[config.mk]
export PLATFORM = sky130hd
export DESIGN_NAME = snitch_dma_job_sched
export DESIGN_NICKNAME = d
export VERILOG_FILES = /design/src/rtl/snitch_dma_pkg.sv /design/src/rtl/snitch_dma_job_sched_fifo.sv /design/src/rtl/snitch_dma_job_sched.sv
export SDC_FILE = /design/constraint.sdc
export NUM_CORES = 1
export LEC_CHECK = 0
export CORE_MARGIN = 2
export CORE_UTILIZATION = 25
export CTS_BUF_LIST = sky130_fd_sc_hd__clkbuf_16
export DETAILED_ROUTE_END_ITERATION = 10
export PLACE_DENSITY = 0.47
export SETUP_SLACK_MARGIN = 0.15
export SYNTH_ARGS = -nofsm -noshare
export SYNTH_HDL_FRONTEND = slang
export SYNTH_HIERARCHICAL = 1
export SYNTH_SLANG_ARGS = --single-unit
[constraint.sdc]
create_clock -name clk_i -period 7.7 [get_ports clk_i]
set_input_delay 1.54 -clock clk_i [delete_from_list [all_inputs] [get_ports clk_i]]
set_output_delay 1.54 -clock clk_i [all_outputs]
set_load 0.005 [all_outputs]
[src/rtl/snitch_dma_pkg.sv]
// Shared types for the DMA job scheduler: backend job descriptor and completion-order tag.
package snitch_dma_pkg;

  localparam int unsigned AddrWidth = 32;
  localparam int unsigned LenWidth  = 32;
  // Widest requester count the tag format is sized for (cluster NrDmaMasters).
  localparam int unsigned MaxReq      = 2;
  localparam int unsigned ReqIdxWidth = (MaxReq > 1) ? $clog2(MaxReq) : 1;

  typedef logic [AddrWidth-1:0]   addr_t;
  typedef logic [LenWidth-1:0]    len_t;
  typedef logic [ReqIdxWidth-1:0] req_idx_t;

  typedef struct packed {
    addr_t src;
    addr_t dst;
    len_t  len;
  } job_t;

  // One entry per accepted job, in accept order; zero-length jobs never reach the backend.
  typedef struct packed {
    req_idx_t req;
    logic     zero;
  } tag_t;

endpackage

[src/rtl/snitch_dma_job_sched_fifo.sv]
// Completion-order tag FIFO (fifo_v3 style, synchronous reset, power-of-2 depth).
module snitch_dma_job_sched_fifo #(
  parameter int unsigned Depth     = 4,
  parameter int unsigned DataWidth = 8,
  localparam int unsigned PtrWidth = (Depth > 1) ? $clog2(Depth) : 1,
  localparam int unsigned CntWidth = $clog2(Depth) + 1
) (
  input  logic                 clk_i,
  input  logic                 rst_ni,
  input  logic                 push_i,
  input  logic [DataWidth-1:0] data_i,
  input  logic                 pop_i,
  output logic [DataWidth-1:0] data_o,
  output logic                 empty_o,
  output logic [CntWidth-1:0]  usage_o
);

  logic [DataWidth-1:0] mem_q [Depth];
  logic [PtrWidth-1:0]  wr_ptr_q, rd_ptr_q;
  logic [CntWidth-1:0]  cnt_q;
  logic                 full, push_en, pop_en;

  assign full    = (cnt_q == CntWidth'(Depth));
  assign empty_o = (cnt_q == '0);
  assign usage_o = cnt_q;
  assign data_o  = mem_q[rd_ptr_q];
  assign push_en = push_i && !full;
  assign pop_en  = pop_i && !empty_o;

  // Pointers and occupancy; pointers wrap naturally because Depth is a power of 2.
  always_ff @(posedge clk_i) begin
    if (!rst_ni) begin
      wr_ptr_q <= '0;
      rd_ptr_q <= '0;
      cnt_q    <= '0;
    end else begin
      if (push_en) wr_ptr_q <= wr_ptr_q + PtrWidth'(1);
      if (pop_en)  rd_ptr_q <= rd_ptr_q + PtrWidth'(1);
      cnt_q <= cnt_q + CntWidth'(push_en) - CntWidth'(pop_en);
    end
  end

  // Storage needs no reset: entries are only read while counted as valid.
  always_ff @(posedge clk_i) begin
    if (push_en) mem_q[wr_ptr_q] <= data_i;
  end

endmodule

[src/rtl/snitch_dma_job_sched.sv]
// Round-robin job scheduler sharing one wide DMA backend among NumReq requesters,
// with an outstanding-job cap, per-requester IDs and in-order completion pulses.
module snitch_dma_job_sched
  import snitch_dma_pkg::*;
#(
  parameter int unsigned NumReq         = 2,
  parameter int unsigned TxIdWidth      = 32,
  parameter int unsigned MaxOutstanding = 4,
  localparam int unsigned PtrWidth = (NumReq > 1) ? $clog2(NumReq) : 1,
  localparam int unsigned CntWidth = $clog2(MaxOutstanding) + 1
) (
  input  logic                               clk_i,
  input  logic                               rst_ni,
  input  logic [NumReq-1:0]                  req_valid_i,
  output logic [NumReq-1:0]                  req_ready_o,
  input  job_t [NumReq-1:0]                  req_job_i,
  output logic [NumReq-1:0][TxIdWidth-1:0]   req_id_o,
  output logic [NumReq-1:0]                  cpl_valid_o,
  output logic [NumReq-1:0][TxIdWidth-1:0]   cpl_id_o,
  output logic                               be_valid_o,
  input  logic                               be_ready_i,
  output job_t                               be_job_o,
  input  logic                               be_done_i,
  output logic                               busy_o,
  output logic                               err_o
);

  logic [PtrWidth-1:0]                rr_ptr_q, grant_idx, cand, head_idx;
  logic [NumReq-1:0][TxIdWidth-1:0]   id_cnt_q, cpl_cnt_q;
  logic [CntWidth-1:0]                tag_cnt, dcnt_q, icnt_q;
  logic                               be_valid_q, err_q;
  job_t                               be_job_q, gjob;
  logic                               grant_vld, accept, gzero;
  logic                               fifo_empty, done_ok, pop, pop_nz;
  tag_t                               head, push_tag;

  assign gjob     = req_job_i[grant_idx];
  assign gzero    = (gjob.len == '0);
  assign push_tag = '{req: req_idx_t'(grant_idx), zero: gzero};
  assign head_idx = PtrWidth'(head.req);

  // Done is only meaningful while an issued job is still waiting for it.
  assign done_ok = be_done_i && (icnt_q != '0);
  assign pop     = rst_ni && !fifo_empty && (head.zero || (dcnt_q != '0) || done_ok);
  assign pop_nz  = pop && !head.zero;

  assign req_id_o   = id_cnt_q;
  assign cpl_id_o   = cpl_cnt_q;
  assign be_valid_o = be_valid_q;
  assign be_job_o   = be_job_q;
  assign err_o      = err_q;
  assign busy_o     = (tag_cnt != '0) || be_valid_q;

  // Round-robin pick starting at rr_ptr; accept only with a free out-reg and a free tag slot.
  always_comb begin
    grant_vld   = 1'b0;
    grant_idx   = '0;
    cand        = '0;
    accept      = 1'b0;
    req_ready_o = '0;
    for (int k = 0; k < int'(NumReq); k++) begin
      cand = PtrWidth'((32'(rr_ptr_q) + 32'(k)) % NumReq);
      if (!grant_vld && req_valid_i[cand]) begin
        grant_vld = 1'b1;
        grant_idx = cand;
      end
    end
    accept = rst_ni && grant_vld && (!be_valid_q || be_ready_i)
             && (tag_cnt < CntWidth'(MaxOutstanding));
    if (accept) req_ready_o[grant_idx] = 1'b1;
  end

  // Completion pulse goes to the owner of the popped head tag.
  always_comb begin
    cpl_valid_o = '0;
    if (pop) cpl_valid_o[head_idx] = 1'b1;
  end

  // Arbiter pointer, ID counters, done/issue bookkeeping, backend output register, error flag.
  always_ff @(posedge clk_i) begin
    if (!rst_ni) begin
      rr_ptr_q   <= '0;
      id_cnt_q   <= '0;
      cpl_cnt_q  <= '0;
      dcnt_q     <= '0;
      icnt_q     <= '0;
      be_valid_q <= 1'b0;
      be_job_q   <= '0;
      err_q      <= 1'b0;
    end else begin
      if (accept) begin
        rr_ptr_q            <= (grant_idx == PtrWidth'(NumReq - 1)) ? '0 : grant_idx + PtrWidth'(1);
        id_cnt_q[grant_idx] <= id_cnt_q[grant_idx] + TxIdWidth'(1);
      end
      if (pop) cpl_cnt_q[head_idx] <= cpl_cnt_q[head_idx] + TxIdWidth'(1);
      dcnt_q <= dcnt_q + CntWidth'(done_ok) - CntWidth'(pop_nz);
      icnt_q <= icnt_q + CntWidth'(be_valid_q && be_ready_i) - CntWidth'(done_ok);
      if (accept && !gzero) begin
        be_valid_q <= 1'b1;
        be_job_q   <= gjob;
      end else if (be_ready_i) begin
        be_valid_q <= 1'b0;
      end
      if (be_done_i && (icnt_q == '0)) err_q <= 1'b1;
    end
  end

  snitch_dma_job_sched_fifo #(
    .Depth     (MaxOutstanding),
    .DataWidth ($bits(tag_t))
  ) i_tag_fifo (
    .clk_i   (clk_i),
    .rst_ni  (rst_ni),
    .push_i  (accept),
    .data_i  (push_tag),
    .pop_i   (pop),
    .data_o  (head),
    .empty_o (fifo_empty),
    .usage_o (tag_cnt)
  );

endmodule

==> results of run 1 <==
==> through the flow <==
| step | setup WS [ps] | area, um^2 | util | std cells | total power, mW |
|---|---|---|---|---|---|
| final | 1830 | 18100 | 0.377 | 2382 | 3.93 |
| after global routing | 1670 | 18100 | 0.377 | 2382 | 4.15 |
| after CTS | 1840 | 18100 | 0.377 | 2379 | 4.00 |
| after detailed placement | 1850 | 17000 | 0.354 | 2321 | 2.42 |
| after global placement | 1930 | 17000 | 0.354 | 2321 | 2.41 |
| after floorplan | 3490 | 12200 | - | 1350 | 1.96 |
==> worst register-to-register path, delay by kind of cell, from the launching register on <==
family                 cells  cell delay, ps
AND/OR/NAND/NOR            4            1820
buffers and inverters      2            1130
flip-flops                 1             330
AO/OA/AOI/OAI              1             320
multiplexers               1             280
==> layout by cell type, fill, tap and decap left out, types with 12 or more instances in the layout <==
master	Yosys	final
dfxtp_1	242	242
a21oi_1	42	42
mux2i_1	204	204
or3_1	23	23
inv_1	27	35
xor2_1	37	37
clkbuf_16	0	37
nor2_1	84	83
nand4_1	38	38
nand2_1	182	181
xnor2_1	35	35
and2_1	16	16
nand3_1	58	58
clkdlybuf4s50_1	0	427
ha_1	12	12
nor4_1	20	20
nor3_1	32	32
o21ai_0	57	57
==> cells in the mapped netlist (all sizes together), types with 20 or more instances <==
cell type and number:
dfxtp 242, nand2 182, or3 24, clkbuf 54, o21ai 59, xor2 37, nor3 33, nor4 20
inv 31, nand3 58, nand4 39, buf 28, a21oi 43, mux2i 204, nor2 84, xnor2 35
==> worst paths after layout <==
| path | startpoint | endpoint | depth (start not counted) |
|---|---|---|---|
| max | req_valid_i[0] | req_ready_o[1] | 7 |
| min | be_job_o[16]$_SDFFE_PN0P_ | be_job_o[16]$_SDFFE_PN0P_ | 2 |
| max reg2reg | rr_ptr_q$_SDFFE_PN0P_ | be_job_o[59]$_SDFFE_PN0P_ | 8 |
| min reg2reg | be_job_o[16]$_SDFFE_PN0P_ | be_job_o[16]$_SDFFE_PN0P_ | 2 |
==> power groups by stage <==
stage / Sequential [mW] / Clock (mW) / Combinational, mW
2_1_floorplan: 1.53 / 0 / 0.427
3_3_place_gp: 1.54 / 0 / 0.878
3_5_place_dp: 1.54 / 0 / 0.880
4_1_cts: 1.51 / 1.60 / 0.885
5_1_grt: 1.53 / 1.66 / 0.958
6_report: 1.51 / 1.54 / 0.872
==> per-layer routing <==
layer | vias to the layer above | GRT usage
met3 | 80 | 0.0734
met2 | 413 | 0.334
li1 | 5596 | -
met4 | 4 | 0.0607
met1 | 5437 | 0.214
met5 | - | 0
==> sequential cells by signal, indices dropped and copies added (netlist names), named ones only <==
register	flops
req_id_o	64
i_tag_fifo/rd_ptr_q	2
i_tag_fifo/usage_o	3
i_tag_fifo/wr_ptr_q	2
cpl_id_o	64
i_tag_fifo/mem_q	8
rr_ptr_q	1
err_o	1
dcnt_q	3
icnt_q	3
be_valid_o	1
be_job_o	96
==> logic make-up after synthesis <==
kind of cell	count (synthesis)	share of synthesized area
AOI/OAI and AO/OA	178	0.0942
xor gates and xnor gates	72	0.0517
DFF	250	0.417
muxes	213	0.177
adders and majority gates	15	0.0172
and+or+nand+nor	509	0.204
buffers and inverters	113	0.0390
==> final cells by class <==
cell class / instances / area share
Multi-Input combinational cell: 987 / 0.369
Sequential cell: 250 / 0.281
Timing Repair Buffer: 438 / 0.241
Clock buffer: 37 / 0.0512
Tap cell: 615 / 0.0426
Clock inverter: 21 / 0.00810
Inverter: 31 / 0.00644
Antenna cell: 3 / 0.000416
==> reports/results.txt, run 1 <==
Post-DR wirelength/cell: 20.8 um
Warnings from Yosys: 6
Number of detailed-route iterations in the first pass: 5
Post_cts resized: 0
M1 wire length: 19,200 um
Tightest Pin Transition: 1170 ps
CTS tree: yes
All-Layer GR Usage: 0.191
CP cell instances: clkdlybuf4s50_1 > nand2b_1 > nand2_4 > inv_2 > nand2_1 > inv_2 > clkdlybuf4s50_1
Via/cell ratio: 4.84
FMAX: 170 MHz
Initial antenna violation count: 12
Crit. End Element: primary output
Hold_buf cts: 0
Max Cap Viol: 0
P_leak: 7.11 nW
Ys async rst share: 0
Slew Viols, Final: 0
First-pass GRT wire length: 73,300 um
Pwr dens: 217 mW/mm^2
Syn nets: 1,563
Net Sw Frac: 0.281
Internal power: 2.82 mW
Unrepaired setup endpoints after global routing: no
Top cell type's share of synthesized area: 0.397
Crit share post-route: 0.762
Count of final setup violators: 0
Synth area leaders: dfxtp_1 (40%), mux2i_1 (17%), nand2_1 (5.6%)
Footprint of the multi-input gates: 0.00666 mm^2
Post-Syn Instances: 1,350
Slew Limit Headroom: 0.221
Hold Crit Class: reg2reg
Sequential-to-total area share from yosys stat: 0.417
Met3 wire length: 4520 um
Setup crit start kind: input port
Routed Antenna Nets: 0
Reg2Reg Setup Slack: 3730 ps
TritonCTS Sinks: 250
Worst Path Buf+Inv: 4
Iteration-0 DRC Markers: 712
Seq pwr share: 0.385
Number of synthesized flops with an enable pin: 8
Synthesized cell area: 0.0122 mm^2
Setup_tns: 0 ps
Peak supply drop: 0.114 mV
Core Area: 0.0479 mm^2
Clk pwr share: 0.393
Initial Util: 0.255
Grt ovf: 0
Post-CTS setup buffer count: 0
Maximum clock path buffer count: 3
Clk_skew: 19.3 ps
Nets: 1,955
Hold WS: 458 ps
Clk Tree Root Cell: clkbuf_16
CP peak stage delay: 630 ps
Crit path DAT: 4330 ps
# rows: 80
Fillers: 4,874
WP data required: 6160 ps
Top Metal Used: met5
Met2 WL post-DR: 24,400 um
Tmin final: 5870 ps
Vert. Die Dim: 225 um
DIE AREA: 0.0506 mm^2
Comb power frac: 0.222
RD Place Congestion: 0.875
Crit-path leading delay family: buffers and inverters
IO Pins: 429
NetSw: 1.10 mW
Routed wire length: 49,500 um
Final HPWL DP: 37,000 um
Yosys top cell by area: dfxtp_1
Die X: 225 um
Top FF cell, synth: dfxtp_1
Port-buffer cells: 428
Final Hold Viols: 0
Clk pin slew, worst setup/hold paths: 50 ps
Post-Syn Area per Cell: 9.04 um^2
CTS buffer count: 34
CTS H-Tree Depth: 2
Vias in the first global route: 11.7k
Largest net degree at the start of global routing: 94
Area grow syn2layout: 48.1%
CP max FO: 26
Seq. cell area: 0.00508 mm^2
Via count: 11.5k
Critical path's slowest cell: clkdlybuf4s50_1
#FFs+latches synth: 250
Distinct cells, synth: 72
Layout cells sized above 1: 0.0510
Skew-Pair Late Insertion Delay: 540 ps
Residual DRC: 0
Status: finished, final reports clean
CP Class: in2out
Note: power is estimated with default switching activity, not from simulation.
==> run 2, diff against run 1 <==
clock period = 5.8 ns   (was 7.7 ns; I/O delays follow)
==> run 2 against run 1 <==
  * Sequential power increased by 33%
  * First-iteration DRC count decreased by 23%
  * Count of clock-buffer cells in the layout unchanged
  * Clock skew decreased by 4.9 ps
  * Sequential share of layout area decreased by 0.26 points
  * Design area increased by 0.93%
  * Global-route usage increased by 0.33 points
  * Core utilization increased by 0.35 points
  * Setup slack got worse by 710 ps
  * Worst hold slack improved by 2.2 ps
  * Critical path depth unchanged
  * Combinational power increased by 35%
  * Critical path type unchanged
  * Largest cell class unchanged
==> reports/results.txt, run 2 (synthesized netlist as in run 1, its figures left out) <==
IO Pins: 429 (unchanged)
Clk Tree Root Cell: clkbuf_16
Final Hold Viols: 0 (unchanged)
Worst Reg2Reg Path Length in Cells: 8 (unchanged)
Via/cell ratio: 4.88 (+0.89%)
CP Class: in2out
Crit. End Element: primary output
Area grow syn2layout: 49.4%
Number of detailed-route iterations in the first pass: 5 (unchanged)
All-Layer GR Usage: 0.195 (+0.00333)
Hold Crit Class: reg2reg
Placed cell areas: 0.0171 mm^2 (+0.46%)
Met2 usage: 0.335 (+0.000896)
Clk_skew: 14.4 ps (-4.91 ps)
Status: finished, final reports clean
TritonCTS Sinks: 250 (unchanged)
CP cell instances: clkdlybuf4s50_1 > buf_4 > o211ai_1 > inv_1 > nand2_1 > inv_2 > clkdlybuf4s50_1
Post-DR wirelength/cell: 21.0 um (+1.2%)
Commonest non-fill, non-tap cells in the layout: clkdlybuf4s50_1 (427), dfxtp_1 (242), mux2i_1 (204)
Setup crit start kind: input port
Skew-Pair Late Insertion Delay: 540 ps (about the same)
Max Cap Viol: 0 (unchanged)
FF-to-FF End: cpl_id_o[30]$_SDFFE_PN0P_
Die X: 225 um (unchanged)
Setup crit end: req_ready_o[0]
Crit path DAT: 3510 ps (-820 ps)
Hold_buf cts: 0 (unchanged)
Routed wire length: 50,300 um (+1.5%)
Core Area: 0.0479 mm^2 (unchanged)
WP data required: 4640 ps (-1520 ps)
RD Place Congestion: 0.871 (-0.45%)
Final HPWL DP: 37,500 um (+1.2%)
Post_cts resized: 0 (unchanged)
Largest net degree at the start of global routing: 127 (+35%)
Setup_tns: 0 ps (unchanged)
# rows: 80 (unchanged)
Met3 Use GR: 0.0695 (-0.00391)
Tmin final: 4670 ps
Pwr dens: 296 mW/mm^2 (+36%)
CTS tree: yes
Slew Viols, Final: 0 (unchanged)
Util after Layout: 0.380 (+0.00350)
Nets: 1,959 (+0.20%)
Hold path depth: 2 (unchanged)
Largest register FFs: 96 (unchanged)
CTS H-Tree Depth: 2 (unchanged)
Worst Path Buf+Inv: 5 (+1)
CP peak stage delay: 580 ps (-50 ps)
Fillers: 4,811 (-1.3%)
Layout cells sized above 1: 0.0542 (+0.00322)
Most Crowded Layer GR: met2
CP startpoint: req_valid_i[1]
Post-CTS setup buffer count: 0 (unchanged)
Clk pin slew, worst setup/hold paths: 50 ps (about the same)
Maximum clock path buffer count: 3 (unchanged)
FMAX: 214 MHz
CP most frequent cell: clkdlybuf4s50_1
Slew Limit Headroom: 0.372 (+0.151)
Routed Antenna Nets: 0 (unchanged)
Final Cell Area: 0.0182 mm^2 (+0.93%)
CTS buffer count: 34 (unchanged)
Crit-path leading delay family: buffers and inverters
Unrepaired setup endpoints after global routing: no
Most common cell after layout, fill and taps aside: clkdlybuf4s50_1
Count of final setup violators: 0 (unchanged)
Crit share post-route: 0.806
DIE AREA: 0.0506 mm^2 (unchanged)
Reg2Reg Setup Slack: 2160 ps (-1570 ps)
Residual DRC: 0 (unchanged)
Iteration-0 DRC Markers: 547 (-23%)
CP max FO: 17 (-35%)
Via count: 11.7k (+1.3%)
Port-buffer cells: 428 (unchanged)
Vert. Die Dim: 225 um (unchanged)
Peak supply drop: 0.208 mV (+83%)
Vias in the first global route: 11.6k (-0.33%)
Critical path's slowest cell: clkdlybuf4s50_1
Initial Util: 0.255 (unchanged)
Tightest Pin Transition: 939 ps (-228 ps)
Initial antenna violation count: 12 (unchanged)
Critical path depth in cells: 7 (unchanged)
First-pass GRT wire length: 74,100 um (+1.1%)
Grt met1 use: 0.222 (+0.00828)
P_leak: 7.18 nW (+0.89%)
Grt ovf: 0 (unchanged)
run 2: how the worst min path moves through the flow:
stage	startpoint	to	slack (ps)
CTS	be_job_o[34]$_SDFFE_PN0P_	be_job_o[34]$_SDFFE_PN0P_	470
floorplan	rr_ptr_q$_SDFFE_PN0P_	rr_ptr_q$_SDFFE_PN0P_	450
global placement	be_job_o[67]$_SDFFE_PN0P_	be_job_o[67]$_SDFFE_PN0P_	440
detailed placement	be_job_o[83]$_SDFFE_PN0P_	be_job_o[83]$_SDFFE_PN0P_	450
finish	be_job_o[23]$_SDFFE_PN0P_	be_job_o[23]$_SDFFE_PN0P_	460
global route	be_job_o[48]$_SDFFE_PN0P_	be_job_o[48]$_SDFFE_PN0P_	470
run 2: per-layer routing:
metal / part of all wire / routed length (um)
met5: 0.00024 / 12
met3: 0.086 / 4320
met1: 0.39 / 19600
met2: 0.50 / 24900
met4: 0.027 / 1350
run 2: cell type report:
| class | instances | area, um^2 | share of cell area |
|---|---|---|---|
| well taps | 615 | 769 | 0.0422 |
| clock buffers | 37 | 926 | 0.0508 |
| repair buffers | 442 | 4440 | 0.243 |
| diodes | 6 | 15.0 | 0.000823 |
| inverters | 31 | 116 | 0.00638 |
| flip-flops and latches | 250 | 5080 | 0.279 |
| clock inverters | 23 | 229 | 0.0126 |
| multi-input cells | 987 | 6660 | 0.365 |
run 2: report_power, final:
part	switching (mW)	internal [mW]
Combinational	0.546	0.630
Sequential	0.116	1.90
Clock	0.843	1.37
Total	1.50	3.89
run 2: worst min-delay path, cell delays in order (launching register included):
cell and delay, ps:
dfxtp_1 300, nand2_1 50, mux2i_1 60
run 2: per-stage QoR:
step                worst slack (ps)  power (mW)  std cells  hold slack (ps)
floorplan                       1970        2.60       1350              455
global placement                1150        3.22       2325              444
detailed placement              1100        3.23       2325              454
CTS                             1110        5.50       2385              465
global route                     934        5.67       2390              472
finish                          1130        5.40       2391              460
